<file path="config.mk">
export PLATFORM = sky130hd
export DESIGN_NAME = demux8pra5bits_reg
export DESIGN_NICKNAME = d
export VERILOG_FILES = /design/src/rtl/demux_pkg.sv /design/src/rtl/demux_slot.sv /design/src/rtl/demux8pra5bits_reg.sv
export SDC_FILE = /design/constraint.sdc
export NUM_CORES = 1
export LEC_CHECK = 0
export CAP_MARGIN = 30
export CORE_MARGIN = 2
export CORE_UTILIZATION = 52
export CTS_CLUSTER_SIZE = 14
export DETAILED_ROUTE_END_ITERATION = 10
export PLACE_DENSITY_LB_ADDON = 0.3
export RECOVER_POWER = 100
export SYNTH_ARGS = -nofsm -noshare
export SYNTH_HDL_FRONTEND = slang
export SYNTH_HIERARCHICAL = 1
export SYNTH_SLANG_ARGS = --single-unit
</file>
<file path="constraint.sdc">
create_clock -name clk -period 4.7 [get_ports clk]
set_clock_uncertainty 0.05 [all_clocks]
set_input_delay 0.94 -clock clk [delete_from_list [all_inputs] [get_ports clk]]
set_output_delay 0.94 -clock clk [all_outputs]
set_load 0.05 [all_outputs]
</file>
<file path="src/rtl/demux_pkg.sv">
// Shared constants, slot types and a popcount helper for the 1-to-8 5-bit registered demux.
package demux_pkg;

  localparam int WIDTH = 5;
  localparam int N     = 8;
  localparam int SEL_W = $clog2(N);

  typedef logic [WIDTH-1:0] slot_data_t;
  typedef logic [SEL_W-1:0] slot_sel_t;
  typedef logic [SEL_W:0]   occ_t;

  // Number of set bits in a slot mask, wide enough to hold N itself.
  function automatic occ_t popcount(input logic [N-1:0] mask);
    occ_t cnt;
    cnt = '0;
    for (int i = 0; i < N; i++) begin
      cnt = cnt + occ_t'(mask[i]);
    end
    return cnt;
  endfunction

endpackage

</file>
<file path="src/rtl/demux_slot.sv">
// One demux slot: a data register plus a full/empty flag.
// A write always reloads the data and marks the slot full; an ack without a
// write empties it. The data is never cleared by an ack.
module demux_slot
  import demux_pkg::*;
(
  input  logic       clk,
  input  logic       reset_n,
  input  logic       wr,
  input  logic       ack,
  input  slot_data_t d,
  output slot_data_t q,
  output logic       valid
);

  slot_data_t q_q, q_d;
  logic       valid_q, valid_d;

  // Next state: write wins over ack, so write+ack keeps the slot full.
  always_comb begin
    q_d     = wr ? d : q_q;
    valid_d = wr | (valid_q & ~ack);
  end

  // Slot state registers.
  always_ff @(posedge clk or negedge reset_n) begin
    if (!reset_n) begin
      q_q     <= '0;
      valid_q <= 1'b0;
    end else begin
      q_q     <= q_d;
      valid_q <= valid_d;
    end
  end

  assign q     = q_q;
  assign valid = valid_q;

endmodule

</file>
<file path="src/rtl/demux8pra5bits_reg.sv">
// Registered 1-to-8 demultiplexer for 5-bit values with a valid/ready write
// port, per-slot consumer acks, an occupancy counter and an empty-ack flag.
module demux8pra5bits_reg
  import demux_pkg::*;
(
  input  logic                  clk,
  input  logic                  reset_n,
  input  logic                  in_valid,
  output logic                  in_ready,
  input  slot_sel_t             controlador,
  input  slot_data_t            inputDemux,
  output slot_data_t [N-1:0]    dout,
  output logic [N-1:0]          out_valid,
  input  logic [N-1:0]          out_ack,
  output logic [SEL_W:0]        occupancy,
  output logic                  ack_err
);

  logic         accept;
  logic [N-1:0] wr_dec;
  logic [N-1:0] ack_eff;
  logic [N-1:0] ack_empty;
  occ_t         occ_q, occ_d;
  logic         ack_err_q, ack_err_d;

  // Ready mux: the addressed slot must be empty or draining this cycle.
  // Held low during reset so no write can be handshaked then.
  always_comb begin
    in_ready = reset_n && (!out_valid[controlador] || out_ack[controlador]);
    accept   = in_valid && in_ready;
  end

  // One-hot write decoder driven only by an accepted handshake.
  always_comb begin
    wr_dec = '0;
    if (accept) wr_dec[controlador] = 1'b1;
  end

  // Split acks into those that consume data and those hitting empty slots.
  always_comb begin
    ack_eff   = out_ack & out_valid;
    ack_empty = out_ack & ~out_valid;
  end

  generate
    for (genvar g = 0; g < N; g++) begin : g_slot
      demux_slot u_slot (
        .clk     (clk),
        .reset_n (reset_n),
        .wr      (wr_dec[g]),
        .ack     (ack_eff[g]),
        .d       (inputDemux),
        .q       (dout[g]),
        .valid   (out_valid[g])
      );
    end
  endgenerate

  // Occupancy next state: a write+ack on the same slot nets to zero because
  // the write adds one and the ack on that full slot removes one.
  always_comb begin
    occ_d     = occ_q + occ_t'(accept) - popcount(ack_eff);
    ack_err_d = |ack_empty;
  end

  // Occupancy counter and single-cycle empty-ack flag.
  always_ff @(posedge clk or negedge reset_n) begin
    if (!reset_n) begin
      occ_q     <= '0;
      ack_err_q <= 1'b0;
    end else begin
      occ_q     <= occ_d;
      ack_err_q <= ack_err_d;
    end
  end

  assign occupancy = occ_q;
  assign ack_err   = ack_err_q;

endmodule

</file>
[Word-level counts from Yosys, hierarchy flattened]
Cells that the tools add are included.
Word-level totals
  register bits after elaboration: 53
Operators by class
  reductions and logical operators: 6
  $lt $le $gt $ge: 2
  bitwise logic cells: 27
  add/sub/neg operators: 9
  muxes and demuxes: 7
Operators by type and width (count)
  adder 4 x 1 -> 4 bit: 5
  AND 8 bit: 2
  AND 1 bit: 8
  two-way mux 8 bit: 1
  inverter 1 bit: 8
  inverter 8 bit: 1
  bitwise OR 1 bit: 8
  OR reduction 8 bit: 1
  binary-select mux 1 bit (select 3 bit): 2
  adder 3 x 1 -> 4 bit: 1
  less-than comparator 3 x 4 -> 1 bit (second input constant): 1
  subtractor 4 bit: 1
  adder 2 x 1 -> 3 bit: 1
  demux 1 bit (select 3 bit): 1
  >= comparator 3 x 1 -> 1 bit (second input constant): 1
  logical AND 1 bit: 3
  two-way mux 1 bit: 3
  adder 1 x 1 -> 2 bit: 1
  zero test 1 bit: 1
  logical OR 1 bit: 1

[Logic depth before layout (Yosys ltp)]
Gate-level depths: netlist (run 1).
  depth in word-level cells: 9
  mapped depth: 13
  mapped depth without buffers: 13

[Hierarchy]
Netlist (run 1), hierarchy kept.
By module, submodules not included
  demux_slot: times used 8, area each 249.0 um^2, seq. area each 150.1 um^2, cells each 14
  demux8pra5bits_reg: times used 1, area each 759.5 um^2, seq. area each 125.1 um^2, cells each 88

[Worst setup path before layout (run 1)]
Ideal clock, no wire load.
  path kind: input-to-reg
  start point: input port out_ack[4]
  end point: register occ_q[3] (netlist: occupancy[3])
  arrival time: 3450 ps
  stages: 13
  slack: 1076 ps
  buffers on the path: 0
  cell sequence: nand2_1 -> fa_1 -> inv_1 -> fa_1 -> inv_1 -> fa_1 -> inv_1 -> fa_1 -> inv_1 -> ha_1 -> ha_1 -> xor2_1 -> xnor2_1
Between the ends
  word-level cells in the longest chain between the ends: 7
  elaborated cells between the ends (all ways): 12
  classes of those cells: 6 x add/sub; 2 x mux; 1 x bitwise; 3 x reduce/logical
Ends and longest elaborated chain
  from (decl): line demux8pra5bits_reg.sv:14  | input logic [N-1:0] out_ack,
  parallel branches: the longest is 6 deep, another holds adder 4 x 1 -> 4 bit
  subtractor 4 bit (*): line demux8pra5bits_reg.sv:62  | occ_d = occ_q + occ_t'(accept) - popcount(ack_eff);
  named net occ_d[3]: line demux8pra5bits_reg.sv:23  | occ_t occ_q, occ_d;
  to (signal assigned): line demux8pra5bits_reg.sv:69  | occ_q <= '0;
  to (signal assigned): line demux8pra5bits_reg.sv:72  | occ_q <= occ_d;
  to (decl): line demux8pra5bits_reg.sv:23
Mark *: on every way through the listed nets, which the timed path passes. The select of a mux whose other input is x is not followed.
A chain may end at the register's enable or synchronous reset.

[Worst setup path in the final report (run 1)]
  start point: input port controlador[0]
  end point: output port in_ready
Between the ends
  word-level cells in the longest chain between the ends: 5
  elaborated cells between the ends (all ways): 7
  classes of those cells: 4 x mux; 3 x reduce/logical
Ends and longest elaborated chain
  from (decl): line demux8pra5bits_reg.sv:10  | input slot_sel_t controlador,
  binary-select mux 1 bit (select 3 bit): line demux8pra5bits_reg.sv:29  | in_ready = reset_n && (!out_valid[controlador] || out_ack[controlador]);
  two-way mux 1 bit (not written as such): line demux8pra5bits_reg.sv:29
  zero test 1 bit: line demux8pra5bits_reg.sv:29
  logical OR 1 bit (*): line demux8pra5bits_reg.sv:29
  logical AND 1 bit (*): line demux8pra5bits_reg.sv:29
  to (decl): line demux8pra5bits_reg.sv:9  | output logic in_ready,
Mark *: on every way between the ends. The rest lies on a longest branch, timed or not. The select of a mux whose other input is x is not followed.

==> out/qor.txt, run 1 <==
Die area -> 5890 sq um
Clock net sink count -> 53
FF+latch count, synth -> 53
Post-CTS Hold Buffers -> 0
DRT Pass-1 Iters -> 4
Non-filler instance count after layout -> 345
Layout cells sized above 1 -> 0.124
First-pass GRT wire length -> 9470 um
Postcts setup bufs -> 0
Final wirelength -> 5600 um
Commonest non-fill, non-tap cell in the layout -> dlygate4sd3_1
Syn nets -> 232
PD cells -> 617 nW/um^2
Slew @ Worst Pin -> 1620 ps
CTS tree -> yes
Setup_tns -> 0 ps
Final setup vio count -> 0
Crit path DAT -> 3220 ps
Main combinational cell family by area after synthesis -> multiplexers
DP HPWL -> 4340 um
Cell Rows -> 26
Worst slack at placement -> 434 ps
Largest net degree at the start of global routing -> 31
Diode count -> 0
Root Buffer Master -> clkbuf_8
Crit path max-delay family -> buffers and inverters
Post-route ant nets -> 0
# resized after CTS -> 0
Starting DRT DRC Count -> 47
Worst Setup Path Type -> primary input to primary output
Aggregate global routing overflow -> 0
Synthesized area per cell -> 13.8 sq um
Compound-cell area share of the yosys netlist -> 0.0459
H-tree depth -> 2
Min-delay src -> g_slot[5].u_slot/q[3]
Crit. End Element -> primary output
Vias/cell -> 5.10
Placer's final routability congestion estimate -> 0.874
Worst-path clk slew -> 100 ps
Commonest non-fill, non-tap cells in the layout -> dlygate4sd3_1, dfrtp_1, inv_1
Synth-to-Final Area Change -> 25.2%
Failing checks -> max-capacitance violations, max-slew violations
Crit-path cells -> dlygate4sd3_1 -> mux4_2 -> mux2i_1 -> o31a_1 -> nor2b_1 -> clkbuf_1
Setup crit start kind -> primary input
Setup ws final -> 492 ps
Hold crit path type -> flip-flop to flip-flop
Achievable frequency -> 238 MHz
XOR/XNOR Fraction of Synth Area -> 0.00955
PortBufs -> 72
Initial core utilization -> 0.539
Worst r2r src -> g_slot[4].u_slot/valid
MaxCap Viol Count -> 3
Sequential cell area fraction in the yosys report -> 0.482
GRT Resource Usage Total -> 0.206
Drt wl/cell -> 16.2 um
Post-Syn Area -> 2750 sq um
Fill count -> 420
Die height -> 76.7 um
Vias in the first global route -> 1773
Nets -> 306
Synth unique cells -> 28
CTS buffer count -> 5
Max VDD drop -> 391 uV
Status -> complete, but fails checks
Drt drc -> 0
Leakage -> 1.66 nW
RSZ-0062 raised after global routing -> false
Yosys warns -> 6
Post-Place Cells -> 337
Adder-cell share of the synthesized area -> 0.0755
Synth Area in Simple Gates -> 0.0537
WP data required -> 3710 ps
Slowest CP cell -> dlygate4sd3_1
Period utilization -> 0.895
Max clock buf depth -> 2
Slowest stage delay, CP -> 770 ps
Slew headroom -> -0.0911
I/O pin cnt -> 73
Skew-Pair Late Insertion Delay -> 300 ps
Fin. Hold Viols -> 0
Final core utilization -> 0.675
CORE AREA -> 5110 sq um
Hold Slack -> 443 ps
Via count -> 1761
Mux cell area share after synthesis -> 0.246
Synth Instances -> 200
Minimum clock period -> 4210 ps
CP Launch Point -> controlador[0]
WP buf/inv -> 2
Slew Limit Fails -> 45
Die width -> 76.7 um
Critical path fanouts, max -> 10
Initial antenna violation count -> 0
[report_power, final]
part / switching [W] / total [W] / leakage, nW / internal (W)
Combinational: 0.000762 / 0.00118 / 0.956 / 0.000416
Sequential: 0.0000970 / 0.000696 / 0.651 / 0.000599
Clock: 0.000148 / 0.000254 / 0.0481 / 0.000106
[path summary, 6_finish.rpt]
check / end / slack [ps] / depth (start not counted)
max in group asynchronous: g_slot[2].u_slot/q[1] / 1680 / 2
hold reg to reg: g_slot[5].u_slot/q[3] / 440 / 1
min in group asynchronous: g_slot[0].u_slot/q[1] / 940 / 1
hold / removal: g_slot[5].u_slot/q[3] / 440 / 1
setup reg to reg: occupancy[3] / 1470 / 13
setup / recovery: in_ready / 490 / 6
[layout make-up]
type	instances	area, sq um	area share
Inverter	30	113	0.0327
Timing Repair Buffer	79	734	0.213
Tap cell	70	87.6	0.0254
Multi-Input combinational cell	105	1090	0.317
Sequential cell	53	1330	0.385
Clock inverter	3	22.5	0.00654
Clock buffer	5	68.8	0.0200
[routing by layer]
layer / track usage / wire length (um)
met1: 0.287 / 2540
met2: 0.332 / 2780
met4: 0.0545 / 67
met3: 0.0400 / 221
met5: 0 / 0
[Yosys cell counts, drive strengths merged]
library cell,instances,share of area
dfrtp,53,0.48
mux2,40,0.22
inv,30,0.041
buf,12,0.047
nand2,10,0.014
a21o,8,0.025
ha,7,0.032
fa,6,0.044
nor3,6,0.011
nand2b,4,0.0091
mux2i,3,0.011
mux4,2,0.016
nand3,2,0.0036
nor4,2,0.0045
o32ai,2,0.0064
xnor2,2,0.0064
a221oi,1,0.0032
a22oi,1,0.0027
and2,1,0.0023
nand4,1,0.0023
nor2,1,0.0014
nor2b,1,0.0023
o22ai,1,0.0023
o31a,1,0.0032
o31ai,1,0.0027
or4b,1,0.0036
xor2,1,0.0032
[kinds of logic (layout without fill, tap and decap cells)]
group	Yosys count	count (layout)
compound gates	15	15
xor+xnor	3	3
fa+ha+maj	13	13
buf+inv	42	117
flops	53	53
mux	45	45
simple gates	29	29
[metrics by stage]
| stage | instance area, sq um | power, W |
|---|---|---|
| after floorplan | 2750 | 0.00158 |
| after global placement | 3460 | 0.00197 |
| after detailed placement | 3480 | 0.00200 |
| after CTS | 3570 | 0.00226 |
| after global routing | 3450 | 0.00228 |
| final | 3450 | 0.00213 |
[registers in the layout (all words and copies together), names as in the netlist]
register,flops
ack_err,1
g_slot.u_slot/q,40
occupancy,4
g_slot.u_slot/valid,8
Note: power is estimated with default switching activity, not from simulation.
==> inputs of run 2 (changes only) <==
--- a/config.mk
+++ b/config.mk
@@ -12,6 +12,7 @@
 export DETAILED_ROUTE_END_ITERATION = 10
 export PLACE_DENSITY_LB_ADDON = 0.3
 export RECOVER_POWER = 100
+export SLEW_MARGIN = 20
 export SYNTH_ARGS = -nofsm -noshare
 export SYNTH_HDL_FRONTEND = slang
 export SYNTH_HIERARCHICAL = 1
==> out/qor.txt, run 2 (synthesis results as in run 1) <==
Layout cells sized above 1 -> 0.142 (+0.0187)
GRT Resource Usage Total -> 0.202 (-0.00367)
Setup_tns -> 0 ps (unchanged)
Status -> complete, but fails checks
Minimum clock period -> 4200 ps (-9.21 ps)
Die area -> 5890 sq um (unchanged)
Placer's final routability congestion estimate -> 0.874 (unchanged)
Max VDD drop -> 351 uV (-10%)
H-tree depth -> 2 (unchanged)
Max reg flops -> 40 (unchanged)
Final setup vio count -> 0 (unchanged)
CTS buffer count -> 5 (unchanged)
CORE AREA -> 5110 sq um (unchanged)
Aggregate global routing overflow -> 0 (unchanged)
Commonest non-fill, non-tap cell in the layout -> dlygate4sd3_1
Starting DRT DRC Count -> 116 (+150%)
Final core utilization -> 0.678 (+0.00343)
Post-route ant nets -> 0 (unchanged)
Max clock buf depth -> 2 (unchanged)
Fin. Hold Viols -> 0 (unchanged)
Worst-path clk slew -> 90 ps (about the same)
DRT Pass-1 Iters -> 4 (unchanged)
Initial core utilization -> 0.539 (unchanged)
Initial antenna violation count -> 0 (unchanged)
Post-CTS Hold Buffers -> 0 (unchanged)
Setup ws final -> 502 ps (+9.21 ps)
DP HPWL -> 4160 um (-4.0%)
First-pass GRT wire length -> 9390 um (-0.80%)
Clock net sink count -> 53 (unchanged)
Commonest non-fill, non-tap cells in the layout -> dlygate4sd3_1, dfrtp_1, inv_1
Final wirelength -> 5440 um (-2.8%)
Root Buffer Master -> clkbuf_8
PortBufs -> 72 (unchanged)
PD cells -> 618 nW/um^2 (about the same)
Skew-Pair Late Insertion Delay -> 300 ps (about the same)
Leakage -> 1.66 nW (+0.40%)
Hold crit path type -> flip-flop to flip-flop
Post-Place Cells -> 335 (-0.59%)
Vias/cell -> 5.05 (-1.1%)
Vias in the first global route -> 1747 (-1.5%)
Worst Setup Path Type -> primary input to primary output
WP data required -> 3710 ps (about the same)
Diode count -> 0 (unchanged)
MaxCap Viol Count -> 1 (-2)
Worst slack at placement -> 464 ps (+30.0 ps)
Period utilization -> 0.893 (-0.00196)
# resized after CTS -> 0 (unchanged)
Nets -> 305 (-0.33%)
Cell Rows -> 26 (unchanged)
Die height -> 76.7 um (unchanged)
Hold Slack -> 436 ps (-6.84 ps)
Largest net degree at the start of global routing -> 31 (unchanged)
Drt drc -> 0 (unchanged)
Crit path DAT -> 3210 ps (about the same)
Slew Limit Fails -> 31 (-31%)
RSZ-0062 raised after global routing -> false
Slew headroom -> -0.0212 (+0.0699)
Synth-to-Final Area Change -> 25.9%
Failing checks -> max-capacitance violations, max-slew violations
Setup crit start kind -> primary input
Slew @ Worst Pin -> 1530 ps (-90.0 ps)
Postcts setup bufs -> 0 (unchanged)
Crit. End Element -> primary output
Non-filler instance count after layout -> 344 (-0.29%)
CTS tree -> yes
Fill count -> 419 (-0.24%)
Drt wl/cell -> 15.8 um (-2.6%)
Achievable frequency -> 238 MHz (+0.22%)
Via count -> 1737 (-1.4%)
Die width -> 76.7 um (unchanged)
I/O pin cnt -> 73 (unchanged)
Critical path fanouts, max -> 10 (unchanged)
-- run 2: cell types whose count changed in the layout (fill, tap and decap cells not counted), sizes merged --
cell and change:
clkbuf -1, clkinv -3, clkinvlp +1, inv +2
-- run 2: stage by stage --
stage / total power, W / instance area (sq um)
final: 0.00214 / 3460
after global routing: 0.00229 / 3460
after CTS: 0.00226 / 3570
after detailed placement: 0.00199 / 3480
after global placement: 0.00197 / 3460
after floorplan: 0.00158 / 2750
-- run 2: worst paths after layout --
kind                                    endpoint  slack (ps)                    from  depth (start not counted)
max                                     in_ready         500          controlador[0]                          6
min                        g_slot[1].u_slot/q[2]         440   g_slot[1].u_slot/q[2]                          1
max reg2reg                         occupancy[3]        1480  g_slot[4].u_slot/valid                         13
min reg2reg                g_slot[1].u_slot/q[2]         440   g_slot[1].u_slot/q[2]                          1
max in group asynchronous  g_slot[2].u_slot/q[4]        1700                 reset_n                          2
min in group asynchronous  g_slot[0].u_slot/q[1]         940                 reset_n                          1
-- run 2: critical path: stages --
cell           delay [ps]
dlygate4sd3_1         760
mux4_2                550
mux2i_1               160
o31a_1                390
nor2b_1               100
clkbuf_1              310
-- run 2: where the power goes --
part | internal, W | leakage, nW | total (W) | switching, W
clock | 0.000109 | 0.0452 | 0.000263 | 0.000155
sequential | 0.000599 | 0.651 | 0.000695 | 0.0000961
combinational | 0.000422 | 0.966 | 0.00118 | 0.000759
-- run 2: layout make-up --
cell class,instances,area (sq um),area share
sequential,53,1330,0.383
multi-input combinational,105,1110,0.321
timing repair buffer,78,731,0.211
inverter,30,113,0.0325
tap,70,87.6,0.0253
clock buffer,5,68.8,0.0199
clock inverter,3,25.0,0.00723
-- run 2: metal layers --
layer,track usage,share of wire,vias up
met3,0.0318,0.040,4
li1,-,-,814
met2,0.325,0.48,53
met5,0,0,-
met1,0.293,0.47,866
met4,0.0436,0.0088,0
==> inputs of run 3 (changes only) <==
--- a/config.mk
+++ b/config.mk
@@ -6,7 +6,6 @@
 export NUM_CORES = 1
 export LEC_CHECK = 0
 export CAP_MARGIN = 30
-export CORE_MARGIN = 2
 export CORE_UTILIZATION = 52
 export CTS_CLUSTER_SIZE = 14
 export DETAILED_ROUTE_END_ITERATION = 10
==> out/qor.txt, run 3 (synthesis results as in run 1) <==
RSZ-0062 raised after global routing -> false
Slew headroom -> 0.159 (+0.180)
Hold Slack -> 436 ps (+0.0420 ps)
Cell Rows -> 26 (unchanged)
Slowest stage delay, CP -> 760 ps (about the same)
Uppermost layer routed -> met4
PortBufs -> 72 (unchanged)
Commonest non-fill, non-tap cell in the layout -> dlygate4sd3_1
Seq. cell area -> 1330 sq um (unchanged)
Final setup vio count -> 0 (unchanged)
Max VDD drop -> 336 uV (-4.4%)
Largest net degree at the start of global routing -> 34 (+9.7%)
CORE AREA -> 5110 sq um (unchanged)
Non-filler instance count after layout -> 347 (+0.87%)
Vias/cell -> 5.09 (+0.73%)
Root Buffer Master -> clkbuf_8
Commonest non-fill, non-tap cells in the layout -> dlygate4sd3_1, dfrtp_1, inv_1
Drt drc -> 0 (unchanged)
Worst slack at placement -> 436 ps (-27.4 ps)
Metal2 WL -> 2730 um (+4.0%)
Crit. End Element -> primary output
Synth-to-Final Area Change -> 26.4%
Crit-path cells -> dlygate4sd3_1 -> mux4_2 -> mux2i_1 -> o31a_1 -> nor2b_1 -> dlygate4sd3_1
Initial core utilization -> 0.539 (unchanged)
Vias in the first global route -> 1793 (+2.6%)
DP HPWL -> 4210 um (+1.1%)
Setup crit start kind -> primary input
H-tree depth -> 2 (unchanged)
Achievable frequency -> 228 MHz (-4.2%)
Setup_tns -> 0 ps (unchanged)
Setup ws final -> 317 ps (-185 ps)
DRT Pass-1 Iters -> 4 (unchanged)
Initial antenna violation count -> 0 (unchanged)
Starting DRT DRC Count -> 136 (+17%)
Status -> completed
Critical path fanouts, max -> 9 (-1)
Layout cells sized above 1 -> 0.112 (-0.0304)
Postcts setup bufs -> 0 (unchanged)
Post-CTS Hold Buffers -> 0 (unchanged)
Hold crit path type -> flip-flop to flip-flop
Period utilization -> 0.933 (+0.0393)
Slew @ Worst Pin -> 1260 ps (-271 ps)
Aggregate global routing overflow -> 0 (unchanged)
Worst path most repeated cell -> dlygate4sd3_1
Skew-Pair Late Insertion Delay -> 300 ps (about the same)
Clock net sink count -> 53 (unchanged)
Worst Setup Path Type -> primary input to primary output
Die area -> 5590 sq um (-5.1%)
Footprint of the multi-input gates -> 1090 sq um (-2.3%)
Crit path DAT -> 3390 ps (+180 ps)
DR WL met3 -> 246 um (+14%)
PD cells -> 626 nW/um^2 (+1.4%)
Minimum clock period -> 4380 ps (+185 ps)
First-pass GRT wire length -> 8940 um (-4.8%)
Fill count -> 406 (-3.1%)
R2R Setup Slk -> 1480 ps (about the same)
Slew Limit Fails -> 0 (-100%)
Drt wl/cell -> 16.0 um (+1.3%)
MaxCap Viol Count -> 0 (-1)
Crit path max-delay family -> buffers and inverters
# resized after CTS -> 0 (unchanged)
Die height -> 74.7 um (-2.6%)
Nets -> 308 (+0.98%)
Die width -> 74.7 um (-2.6%)
Leakage -> 1.66 nW (about the same)
WP data required -> 3710 ps (about the same)
Placer's final routability congestion estimate -> 0.818 (-6.3%)
I/O pin cnt -> 73 (unchanged)
WL met1 -> 2460 um (-3.4%)
CTS buffer count -> 5 (unchanged)
Post-Place Cells -> 339 (+1.2%)
Slowest CP cell -> dlygate4sd3_1
Max reg flops -> 40 (unchanged)
CTS tree -> yes
Post-route ant nets -> 0 (unchanged)
Diode count -> 0 (unchanged)
Fin. Hold Viols -> 0 (unchanged)
Max clock buf depth -> 2 (unchanged)
Worst-path clk slew -> 90 ps (about the same)
Final wirelength -> 5560 um (+2.2%)
WP buf/inv -> 2 (unchanged)
Via count -> 1765 (+1.6%)
GRT Resource Usage Total -> 0.218 (+0.0158)
run 3: path summary, 6_finish.rpt:
| kind | startpoint | endpoint | depth (start not counted) |
|---|---|---|---|
| setup / recovery | controlador[0] | in_ready | 6 |
| hold / removal | g_slot[0].u_slot/q[4] | g_slot[0].u_slot/q[4] | 1 |
| hold reg to reg | g_slot[0].u_slot/q[4] | g_slot[0].u_slot/q[4] | 1 |
| max in group asynchronous | reset_n | g_slot[7].u_slot/q[4] | 2 |
| min in group asynchronous | reset_n | g_slot[1].u_slot/q[3] | 1 |
| setup reg to reg | g_slot[4].u_slot/valid | occupancy[3] | 13 |
run 3: through the flow:
stage          power [W]   util  cell area [sq um]
2_1_floorplan    0.00158      -               2750
3_3_place_gp     0.00197  0.682               3480
3_5_place_dp     0.00200  0.686               3510
4_1_cts          0.00232  0.708               3620
5_1_grt          0.00231  0.681               3480
6_report         0.00218  0.681               3480
run 3: final cells by class:
cell class | instances | share of cell area
clock buffer | 6 | 0.0209
clock inverter | 2 | 0.0112
inverter | 30 | 0.0324
multi-input combinational | 105 | 0.313
sequential | 53 | 0.381
tap | 70 | 0.0252
timing repair buffer | 81 | 0.216
run 3: power by group:
| group | total (W) | switching [W] | internal [W] |
|---|---|---|---|
| combinational | 0.00118 | 0.000765 | 0.000412 |
| sequential | 0.000693 | 0.0000938 | 0.000599 |
| clock | 0.000309 | 0.000149 | 0.000160 |
| total | 0.00218 | 0.00101 | 0.00117 |
run 3: per-layer routing:
metal  global-route usage  vias to the layer above
met5                    0                        -
met4               0.0901                        0
met2                0.338                       55
met1                0.304                      876
li1                     -                      823
met3               0.0388                       11
